$ cat src/rtl/mem_bus_arbiter_pkg.sv
// Shared types and constants for the IF/MEM memory bus arbiter.
// State and owner encodings live here so every user agrees on them.
package mem_bus_arbiter_pkg;

   localparam int ADDR_W = 32;
   localparam int DATA_W = 32;
   localparam int SEL_W  = 4;
   localparam int CNT_W  = 8;

   localparam logic [SEL_W-1:0] SEL_WORD = 4'hF;

   typedef enum logic [1:0] {
      ST_IDLE = 2'd0,
      ST_ACC  = 2'd1,
      ST_RESP = 2'd2
   } state_t;

   typedef enum logic {
      OWN_IF  = 1'b0,
      OWN_MEM = 1'b1
   } owner_t;

   // Returns data only when en is set, zero otherwise.
   function automatic logic [DATA_W-1:0] gate_data(input logic en, input logic [DATA_W-1:0] d);
      return en ? d : '0;
   endfunction

endpackage

$ cat src/rtl/mem_bus_arbiter_if.sv
// Bundles the fetch port, the load/store port and the memory side of the arbiter.
// Handshake: a requester raises req with stable fields and holds both until its
// one-cycle valid; the memory side sees ce held with stable fields until a one-cycle ack.
interface mem_bus_arbiter_if;
   import mem_bus_arbiter_pkg::*;

   logic              flush;
   logic              if_req;
   logic [ADDR_W-1:0] if_addr;
   logic              if_valid;
   logic              if_err;
   logic [DATA_W-1:0] if_rdata;
   logic              mem_req;
   logic              mem_we;
   logic [SEL_W-1:0]  mem_sel;
   logic [ADDR_W-1:0] mem_addr;
   logic [DATA_W-1:0] mem_wdata;
   logic              mem_valid;
   logic              mem_err;
   logic [DATA_W-1:0] mem_rdata;
   logic              stallreq_if;
   logic              stallreq_mem;
   logic              ram_ce;
   logic              ram_we;
   logic [SEL_W-1:0]  ram_sel;
   logic [ADDR_W-1:0] ram_addr;
   logic [DATA_W-1:0] ram_wdata;
   logic [DATA_W-1:0] ram_rdata;
   logic              ram_ack;

   modport slave (
      input  flush, if_req, if_addr, mem_req, mem_we, mem_sel, mem_addr, mem_wdata,
             ram_rdata, ram_ack,
      output if_valid, if_err, if_rdata, mem_valid, mem_err, mem_rdata,
             stallreq_if, stallreq_mem, ram_ce, ram_we, ram_sel, ram_addr, ram_wdata
   );

   modport master (
      output flush, if_req, if_addr, mem_req, mem_we, mem_sel, mem_addr, mem_wdata,
             ram_rdata, ram_ack,
      input  if_valid, if_err, if_rdata, mem_valid, mem_err, mem_rdata,
             stallreq_if, stallreq_mem, ram_ce, ram_we, ram_sel, ram_addr, ram_wdata
   );

endinterface

$ cat src/rtl/mem_bus_arbiter.sv
// Serialises instruction fetches and loads/stores onto one handshaked memory,
// with MEM priority, flush-drop of fetches and an access timeout.
module mem_bus_arbiter
   import mem_bus_arbiter_pkg::*;
#(
   parameter int TIMEOUT = 255
) (
   input  logic             clk,
   input  logic             rst,
   mem_bus_arbiter_if.slave bus,
   output state_t           dbg_state
);

   localparam logic [CNT_W-1:0] TIMEOUT_C = CNT_W'(TIMEOUT);

   state_t            state_q, state_d;
   owner_t            owner_q, owner_d;
   logic              drop_q, drop_d;
   logic [CNT_W-1:0]  cnt_q, cnt_d;
   logic [DATA_W-1:0] rdata_q, rdata_d;
   logic              err_q, err_d;
   logic              we_q, we_d;
   logic [SEL_W-1:0]  sel_q, sel_d;
   logic [ADDR_W-1:0] addr_q, addr_d;
   logic [DATA_W-1:0] wdata_q, wdata_d;
   logic              if_fire, mem_fire;

   always_ff @(posedge clk) begin
      if (rst) begin
         state_q <= ST_IDLE;
         owner_q <= OWN_IF;
         drop_q  <= 1'b0;
         cnt_q   <= '0;
         rdata_q <= '0;
         err_q   <= 1'b0;
         we_q    <= 1'b0;
         sel_q   <= '0;
         addr_q  <= '0;
         wdata_q <= '0;
      end else begin
         state_q <= state_d;
         owner_q <= owner_d;
         drop_q  <= drop_d;
         cnt_q   <= cnt_d;
         rdata_q <= rdata_d;
         err_q   <= err_d;
         we_q    <= we_d;
         sel_q   <= sel_d;
         addr_q  <= addr_d;
         wdata_q <= wdata_d;
      end
   end

   always_comb begin
      state_d = state_q;
      owner_d = owner_q;
      drop_d  = drop_q;
      cnt_d   = cnt_q;
      rdata_d = rdata_q;
      err_d   = err_q;
      we_d    = we_q;
      sel_d   = sel_q;
      addr_d  = addr_q;
      wdata_d = wdata_q;
      case (state_q)
         ST_IDLE: begin
            cnt_d  = '0;
            drop_d = 1'b0;
            // MEM wins ties: it belongs to the older instruction in the pipe.
            if (bus.mem_req) begin
               owner_d = OWN_MEM;
               we_d    = bus.mem_we;
               sel_d   = bus.mem_sel;
               addr_d  = bus.mem_addr;
               wdata_d = bus.mem_wdata;
               state_d = ST_ACC;
            end else if (bus.if_req && !bus.flush) begin
               owner_d = OWN_IF;
               we_d    = 1'b0;
               sel_d   = SEL_WORD;
               addr_d  = bus.if_addr;
               wdata_d = '0;
               state_d = ST_ACC;
            end
         end
         ST_ACC: begin
            cnt_d = cnt_q + 1'b1;
            if (bus.flush && owner_q == OWN_IF) drop_d = 1'b1;
            if (bus.ram_ack) begin
               rdata_d = we_q ? '0 : bus.ram_rdata;
               err_d   = 1'b0;
               state_d = ST_RESP;
            end else if (cnt_q + 1'b1 == TIMEOUT_C) begin
               rdata_d = '0;
               err_d   = 1'b1;
               state_d = ST_RESP;
            end
         end
         ST_RESP: begin
            drop_d  = 1'b0;
            state_d = ST_IDLE;
         end
         default: state_d = ST_IDLE;
      endcase
   end

   // A flush arriving in the response cycle itself still suppresses the fetch.
   assign if_fire  = (state_q == ST_RESP) && (owner_q == OWN_IF) && !drop_q && !bus.flush;
   assign mem_fire = (state_q == ST_RESP) && (owner_q == OWN_MEM);

   assign bus.if_valid     = if_fire;
   assign bus.if_err       = if_fire & err_q;
   assign bus.if_rdata     = gate_data(if_fire, rdata_q);
   assign bus.mem_valid    = mem_fire;
   assign bus.mem_err      = mem_fire & err_q;
   assign bus.mem_rdata    = gate_data(mem_fire, rdata_q);
   assign bus.stallreq_if  = bus.if_req && !if_fire;
   assign bus.stallreq_mem = bus.mem_req && !mem_fire;
   assign bus.ram_ce       = (state_q == ST_ACC);
   assign bus.ram_we       = we_q;
   assign bus.ram_sel      = sel_q;
   assign bus.ram_addr     = addr_q;
   assign bus.ram_wdata    = wdata_q;

   assign dbg_state = state_q;

endmodule
$ cat src/flat_wrapper.sv
// flat-port wrapper written by rule: the top's interface ports become plain ports
module mem_bus_arbiter_flat import mem_bus_arbiter_pkg::*;
#(
   parameter int TIMEOUT = 255
)
  (clk, rst, dbg_state, bus_flush, bus_if_req, bus_if_addr, bus_mem_req, bus_mem_we, bus_mem_sel, bus_mem_addr, bus_mem_wdata, bus_ram_rdata, bus_ram_ack, bus_if_valid, bus_if_err, bus_if_rdata, bus_mem_valid, bus_mem_err, bus_mem_rdata, bus_stallreq_if, bus_stallreq_mem, bus_ram_ce, bus_ram_we, bus_ram_sel, bus_ram_addr, bus_ram_wdata);
  mem_bus_arbiter_if bus_i ();
  input  logic clk;
  input  logic rst;
  output state_t dbg_state;
  input wire logic [$bits(bus_i.flush)-1:0] bus_flush;
  input wire logic [$bits(bus_i.if_req)-1:0] bus_if_req;
  input wire logic [$bits(bus_i.if_addr)-1:0] bus_if_addr;
  input wire logic [$bits(bus_i.mem_req)-1:0] bus_mem_req;
  input wire logic [$bits(bus_i.mem_we)-1:0] bus_mem_we;
  input wire logic [$bits(bus_i.mem_sel)-1:0] bus_mem_sel;
  input wire logic [$bits(bus_i.mem_addr)-1:0] bus_mem_addr;
  input wire logic [$bits(bus_i.mem_wdata)-1:0] bus_mem_wdata;
  input wire logic [$bits(bus_i.ram_rdata)-1:0] bus_ram_rdata;
  input wire logic [$bits(bus_i.ram_ack)-1:0] bus_ram_ack;
  output wire logic [$bits(bus_i.if_valid)-1:0] bus_if_valid;
  output wire logic [$bits(bus_i.if_err)-1:0] bus_if_err;
  output wire logic [$bits(bus_i.if_rdata)-1:0] bus_if_rdata;
  output wire logic [$bits(bus_i.mem_valid)-1:0] bus_mem_valid;
  output wire logic [$bits(bus_i.mem_err)-1:0] bus_mem_err;
  output wire logic [$bits(bus_i.mem_rdata)-1:0] bus_mem_rdata;
  output wire logic [$bits(bus_i.stallreq_if)-1:0] bus_stallreq_if;
  output wire logic [$bits(bus_i.stallreq_mem)-1:0] bus_stallreq_mem;
  output wire logic [$bits(bus_i.ram_ce)-1:0] bus_ram_ce;
  output wire logic [$bits(bus_i.ram_we)-1:0] bus_ram_we;
  output wire logic [$bits(bus_i.ram_sel)-1:0] bus_ram_sel;
  output wire logic [$bits(bus_i.ram_addr)-1:0] bus_ram_addr;
  output wire logic [$bits(bus_i.ram_wdata)-1:0] bus_ram_wdata;
  assign bus_i.flush = bus_flush;
  assign bus_i.if_req = bus_if_req;
  assign bus_i.if_addr = bus_if_addr;
  assign bus_i.mem_req = bus_mem_req;
  assign bus_i.mem_we = bus_mem_we;
  assign bus_i.mem_sel = bus_mem_sel;
  assign bus_i.mem_addr = bus_mem_addr;
  assign bus_i.mem_wdata = bus_mem_wdata;
  assign bus_i.ram_rdata = bus_ram_rdata;
  assign bus_i.ram_ack = bus_ram_ack;
  assign bus_if_valid = bus_i.if_valid;
  assign bus_if_err = bus_i.if_err;
  assign bus_if_rdata = bus_i.if_rdata;
  assign bus_mem_valid = bus_i.mem_valid;
  assign bus_mem_err = bus_i.mem_err;
  assign bus_mem_rdata = bus_i.mem_rdata;
  assign bus_stallreq_if = bus_i.stallreq_if;
  assign bus_stallreq_mem = bus_i.stallreq_mem;
  assign bus_ram_ce = bus_i.ram_ce;
  assign bus_ram_we = bus_i.ram_we;
  assign bus_ram_sel = bus_i.ram_sel;
  assign bus_ram_addr = bus_i.ram_addr;
  assign bus_ram_wdata = bus_i.ram_wdata;
  mem_bus_arbiter #(.TIMEOUT(TIMEOUT)) u_core (.clk(clk), .rst(rst), .bus(bus_i), .dbg_state(dbg_state));
endmodule
$ cat config.mk
export PLATFORM = sky130hd
export DESIGN_NAME = mem_bus_arbiter_flat
export DESIGN_NICKNAME = d
export VERILOG_FILES = /design/src/rtl/mem_bus_arbiter_pkg.sv /design/src/rtl/mem_bus_arbiter_if.sv /design/src/rtl/mem_bus_arbiter.sv /design/src/flat_wrapper.sv
export SDC_FILE = /design/constraint.sdc
export NUM_CORES = 1
export LEC_CHECK = 0
export ABC_AREA = 1
export BUFFER_PORTS_ARGS = -buffer_cell sky130_fd_sc_hd__buf_2
export CORE_ASPECT_RATIO = 1.5
export CORE_MARGIN = 2
export CORE_UTILIZATION = 45
export DETAILED_ROUTE_END_ITERATION = 8
export PLACE_DENSITY_LB_ADDON = 0.3
export SYNTH_ARGS = -nofsm -noshare
export SYNTH_HDL_FRONTEND = slang
export SYNTH_SLANG_ARGS = --single-unit
$ cat constraint.sdc
create_clock -name clk -period 4 [get_ports clk]
set_input_delay 0.2 -clock clk [delete_from_list [all_inputs] [get_ports clk]]
set_output_delay 0.2 -clock clk [all_outputs]
set_load 0.01 [all_outputs]
==> impl_metrics.py <==
metrics = {
    "routing": {
        "firstDrtPassIters": 4,
        "detail_route.wl_per_cell_um": 12.89,
        "wirelength_um": 15280,
        "detail_route.vias_per_cell": 4.828,
        "vias": 5726,
        "drcViolationCount": 0,
        "drtIter0Drc": 201,
        "detail-route-antenna-nets": 0,
    },
    "global_route": {
        "met3_usage_pct": 7.902,
        "grt_pass1_vias": 5102,
        "initial_antenna_violation_count": 0,
        "met2_usage_pct": 43.30,
        "global_route.peak_usage_layer": "met2",
        "grt_max_degree": 71,
        "grt_pass1_wl_um": 23970,
        "use_met1_pct": 25.71,
        "grt.total_usage_pct": 24.10,
        "globalRouteOverflowTotal": 0,
    },
    "clock_tree": {
        "htree_num_levels": 4,
        "cts_num_sinks": 114,
        "clock_latency_ns": 0.41,
        "clock-root-buffer": "sky130_fd_sc_hd__clkbuf_16",
        "post_cts_buffers": 0,
        "post_cts_hold_buffer_count": 0,
        "cts_buffers": 17,
        "cts.path.max_buffers": 2,
        "post_cts.resized_instances": 0,
        "cts_tree": "built",
        "clk_pin_slew_worst_paths_ns": 0.06,
    },
    "worst_setup_path": {
        "logic_depth_of_the_worst_setup_path_including_buffers": 7,
        "cp-start-kind": "register",
        "critical_path.max_stage_delay_ns": 0.77,
        "top_family_by_delay_on_critical_path": "buffers and inverters",
        "cp.arrival_ns": 2.69,
        "required_ns": 3.80,
        "cp_slowest_cell": "sky130_fd_sc_hd__clkinv_1",
        "crit_path_end": "bus_mem_rdata[28]",
        "timing.reg2reg.worst_path_depth": 13,
        "crit_path_cell_trace": "inv_1, nor2_1, inv_1, nor2_1, clkinv_1, nor2_1, buf_2",
        "critical_path_class": "reg -> out",
        "crit_path_end_kind": "output port",
        "path_buf_inv": 4,
        "critical-path-top-cell-by-count": "sky130_fd_sc_hd__nor2_1",
        "regToRegStartpoint": "u_core.cnt_q[1]",
        "worstPathMaxFanout": 34,
        "crit-reg2reg-capture": "u_core.rdata_q[12]",
        "setup.worst_path.start": "u_core.dbg_state[1]",
        "r2r_slack_ns": 1.66,
    },
    "die": {
        "dieWidth_um": 91.55,
        "std_cell_core_area_um2": 11350,
        "die_height_um": 135.3,
        "rows": 48,
        "total_die_area_um2": 12390,
        "num_io_pins": 281,
        "floorplan.initialDensity_pct": 45.58,
    },
    "logic_synthesis": {
        "flip_flop_and_latch_count_after_synthesis": 114,
        "post_synth_num_cell_types": 25,
        "post_synth_inst_count": 773,
        "postSynthAreaPerCell_um2": 6.693,
        "synth_seq_area_share_pct": 44.11,
        "ys.warnings.count": 0,
        "synth.net_count": 914,
        "synthesis.area_um2": 5174,
    },
    "sta": {
        "slew_viol_final": 0,
        "clock.fmax_ghz": 0.3463,
        "grt_setup_unrepaired": "false",
        "totalNegativeSetupSlack_ns": 0,
        "post-route-min-period_ns": 2.888,
        "finalClockSkew_ns": 0.007021,
        "max_slew.worst_pin.slew_ns": 1.100,
        "relSlewSlack_pct": 26.58,
        "final_hold_viol_count": 0,
        "final.period_utilization_pct": 72.19,
        "setup_viol": 0,
    },
    "final_layout": {
        "layout_overhead_on_the_synthesized_area_pct": 38.60,
        "antenna_cells": 0,
        "layout.cells.most_common_list": "sky130_fd_sc_hd__buf_2, sky130_fd_sc_hd__nand2_1, sky130_fd_sc_hd__nor2_1",
        "stdcell_count": 1186,
        "multi_input_comb_area_um2": 2382,
        "drive_above_1_share_pct": 32.63,
        "layout.cells.most_common": "sky130_fd_sc_hd__buf_2",
        "postLayoutCoreUtil_pct": 63.17,
        "finalNetCount": 1165,
        "layout.area.seq_um2": 2282,
        "fill_cell_count": 1120,
    },
    "run": {
        "maxCapViolCount": 0,
    },
    "power": {
        "total_power_divided_by_cell_area_nw_per_um2": 454.9,
        "power.ir.vdd_worst_v": 0.0003393,
        "power.leakage_nw": 3.609,
    },
    "placed_design": {
        "placement.io_buffers": 280,
        "routabilityCongestion": 0.7953,
        "placedCellCount": 1155,
        "dp_hpwl_um": 10910,
    },
    "hold_path": {
        "holdCritPathClass": "in -> reg",
    },
    "run_status": {
        "status": "finished clean",
    },
}
tightest hold or removal path, cell delays in order:
cell,delay (ns)
sky130_fd_sc_hd__buf_2,0.09
sky130_fd_sc_hd__nand2_1,0.05
sky130_fd_sc_hd__a21oi_1,0.05
registers in the layout, summed over array words and instances, names as in the netlist, 2 cells and up:
name                  cells
u_core.bus.ram_addr      32
u_core.bus.ram_sel        4
u_core.bus.ram_wdata     32
u_core.cnt_q              8
u_core.dbg_state          2
u_core.rdata_q           32
power by group:
group	switching, mW	internal [mW]
registers	0.0436	1.22
clock network	0.516	1.04
logic	0.269	0.173
cells in the mapped netlist:
| library cell | n | share of area [%] |
|---|---|---|
| sky130_fd_sc_hd__nand3_2 | 1 | 0.19 |
| sky130_fd_sc_hd__nand4_1 | 2 | 0.24 |
| sky130_fd_sc_hd__nor2_4 | 1 | 0.22 |
| sky130_fd_sc_hd__buf_4 | 2 | 0.29 |
| sky130_fd_sc_hd__o221a_2 | 4 | 0.87 |
| sky130_fd_sc_hd__nand2_4 | 2 | 0.44 |
| sky130_fd_sc_hd__inv_1 | 66 | 4.8 |
| sky130_fd_sc_hd__clkbuf_1 | 34 | 2.5 |
| sky130_fd_sc_hd__or2_2 | 1 | 0.12 |
| sky130_fd_sc_hd__o21bai_1 | 2 | 0.29 |
| sky130_fd_sc_hd__dfxtp_1 | 114 | 44 |
| sky130_fd_sc_hd__nand2_1 | 217 | 16 |
| sky130_fd_sc_hd__nor2_2 | 2 | 0.24 |
| sky130_fd_sc_hd__nand2_2 | 7 | 0.85 |
| sky130_fd_sc_hd__inv_2 | 1 | 0.072 |
| sky130_fd_sc_hd__buf_2 | 14 | 1.4 |
| sky130_fd_sc_hd__clkinv_1 | 2 | 0.15 |
| sky130_fd_sc_hd__a21oi_1 | 64 | 6.2 |
| sky130_fd_sc_hd__nand3_1 | 29 | 2.8 |
| sky130_fd_sc_hd__nor4_2 | 1 | 0.24 |
| sky130_fd_sc_hd__o21ai_0 | 35 | 3.4 |
| sky130_fd_sc_hd__ha_1 | 2 | 0.48 |
| sky130_fd_sc_hd__a31oi_1 | 32 | 3.9 |
| sky130_fd_sc_hd__nor2_1 | 134 | 9.7 |
| sky130_fd_sc_hd__buf_6 | 4 | 0.87 |
kinds of logic (layout without fill, tap and decap cells):
kind of cell | count (synthesis) | in the layout | synth area share [%]
buf+inv | 123 | 386 | 9.988
flops | 114 | 114 | 44.11
fa+ha+maj | 2 | 2 | 0.4836
compound gates | 137 | 137 | 14.61
simple gates | 397 | 397 | 30.81
layout make-up:
type / instances / area share [%]
clock inverter: 9 / 1.797
tap: 150 / 2.617
sequential: 114 / 31.83
clock buffer: 22 / 6.753
timing repair buffer: 286 / 20.17
multi-input combinational: 536 / 33.22
inverter: 69 / 3.612
per-stage QoR:
step | setup slack (ns) | hold WS (ns) | power [mW] | area [um2]
5_1_grt | 0.8317 | 0.02897 | 3.403 | 7171
2_1_floorplan | 2.176 | 0.3430 | 1.550 | 5174
3_5_place_dp | 1.445 | 0.4527 | 1.728 | 6558
6_report | 1.112 | 0.03433 | 3.262 | 7171
3_3_place_gp | 1.498 | 0.4491 | 1.723 | 6558
4_1_cts | 1.132 | 0.02321 | 3.285 | 7171
layer usage:
metal  wire length [um]  share of wire [%]
met5                  0                  0
met4                383                2.5
met3               1211                7.9
met2               7837                 51
met1               5851                 38
worst min-delay path by stage:
stage / end / start / cells after the start / slack, ns
floorplan: u_core.bus.ram_wdata[20] / bus_mem_wdata[20] / 2 / 0.34
global placement: u_core.bus.ram_wdata[7] / bus_mem_wdata[7] / 3 / 0.45
detailed placement: u_core.bus.ram_wdata[1] / u_core.bus.ram_wdata[1] / 2 / 0.45
CTS: u_core.bus.ram_wdata[23] / bus_mem_wdata[23] / 3 / 0.02
global route: u_core.bus.ram_wdata[8] / bus_mem_wdata[8] / 3 / 0.03
finish: u_core.bus.ram_wdata[8] / bus_mem_wdata[8] / 3 / 0.03
Power figures use the tool's default switching activity.
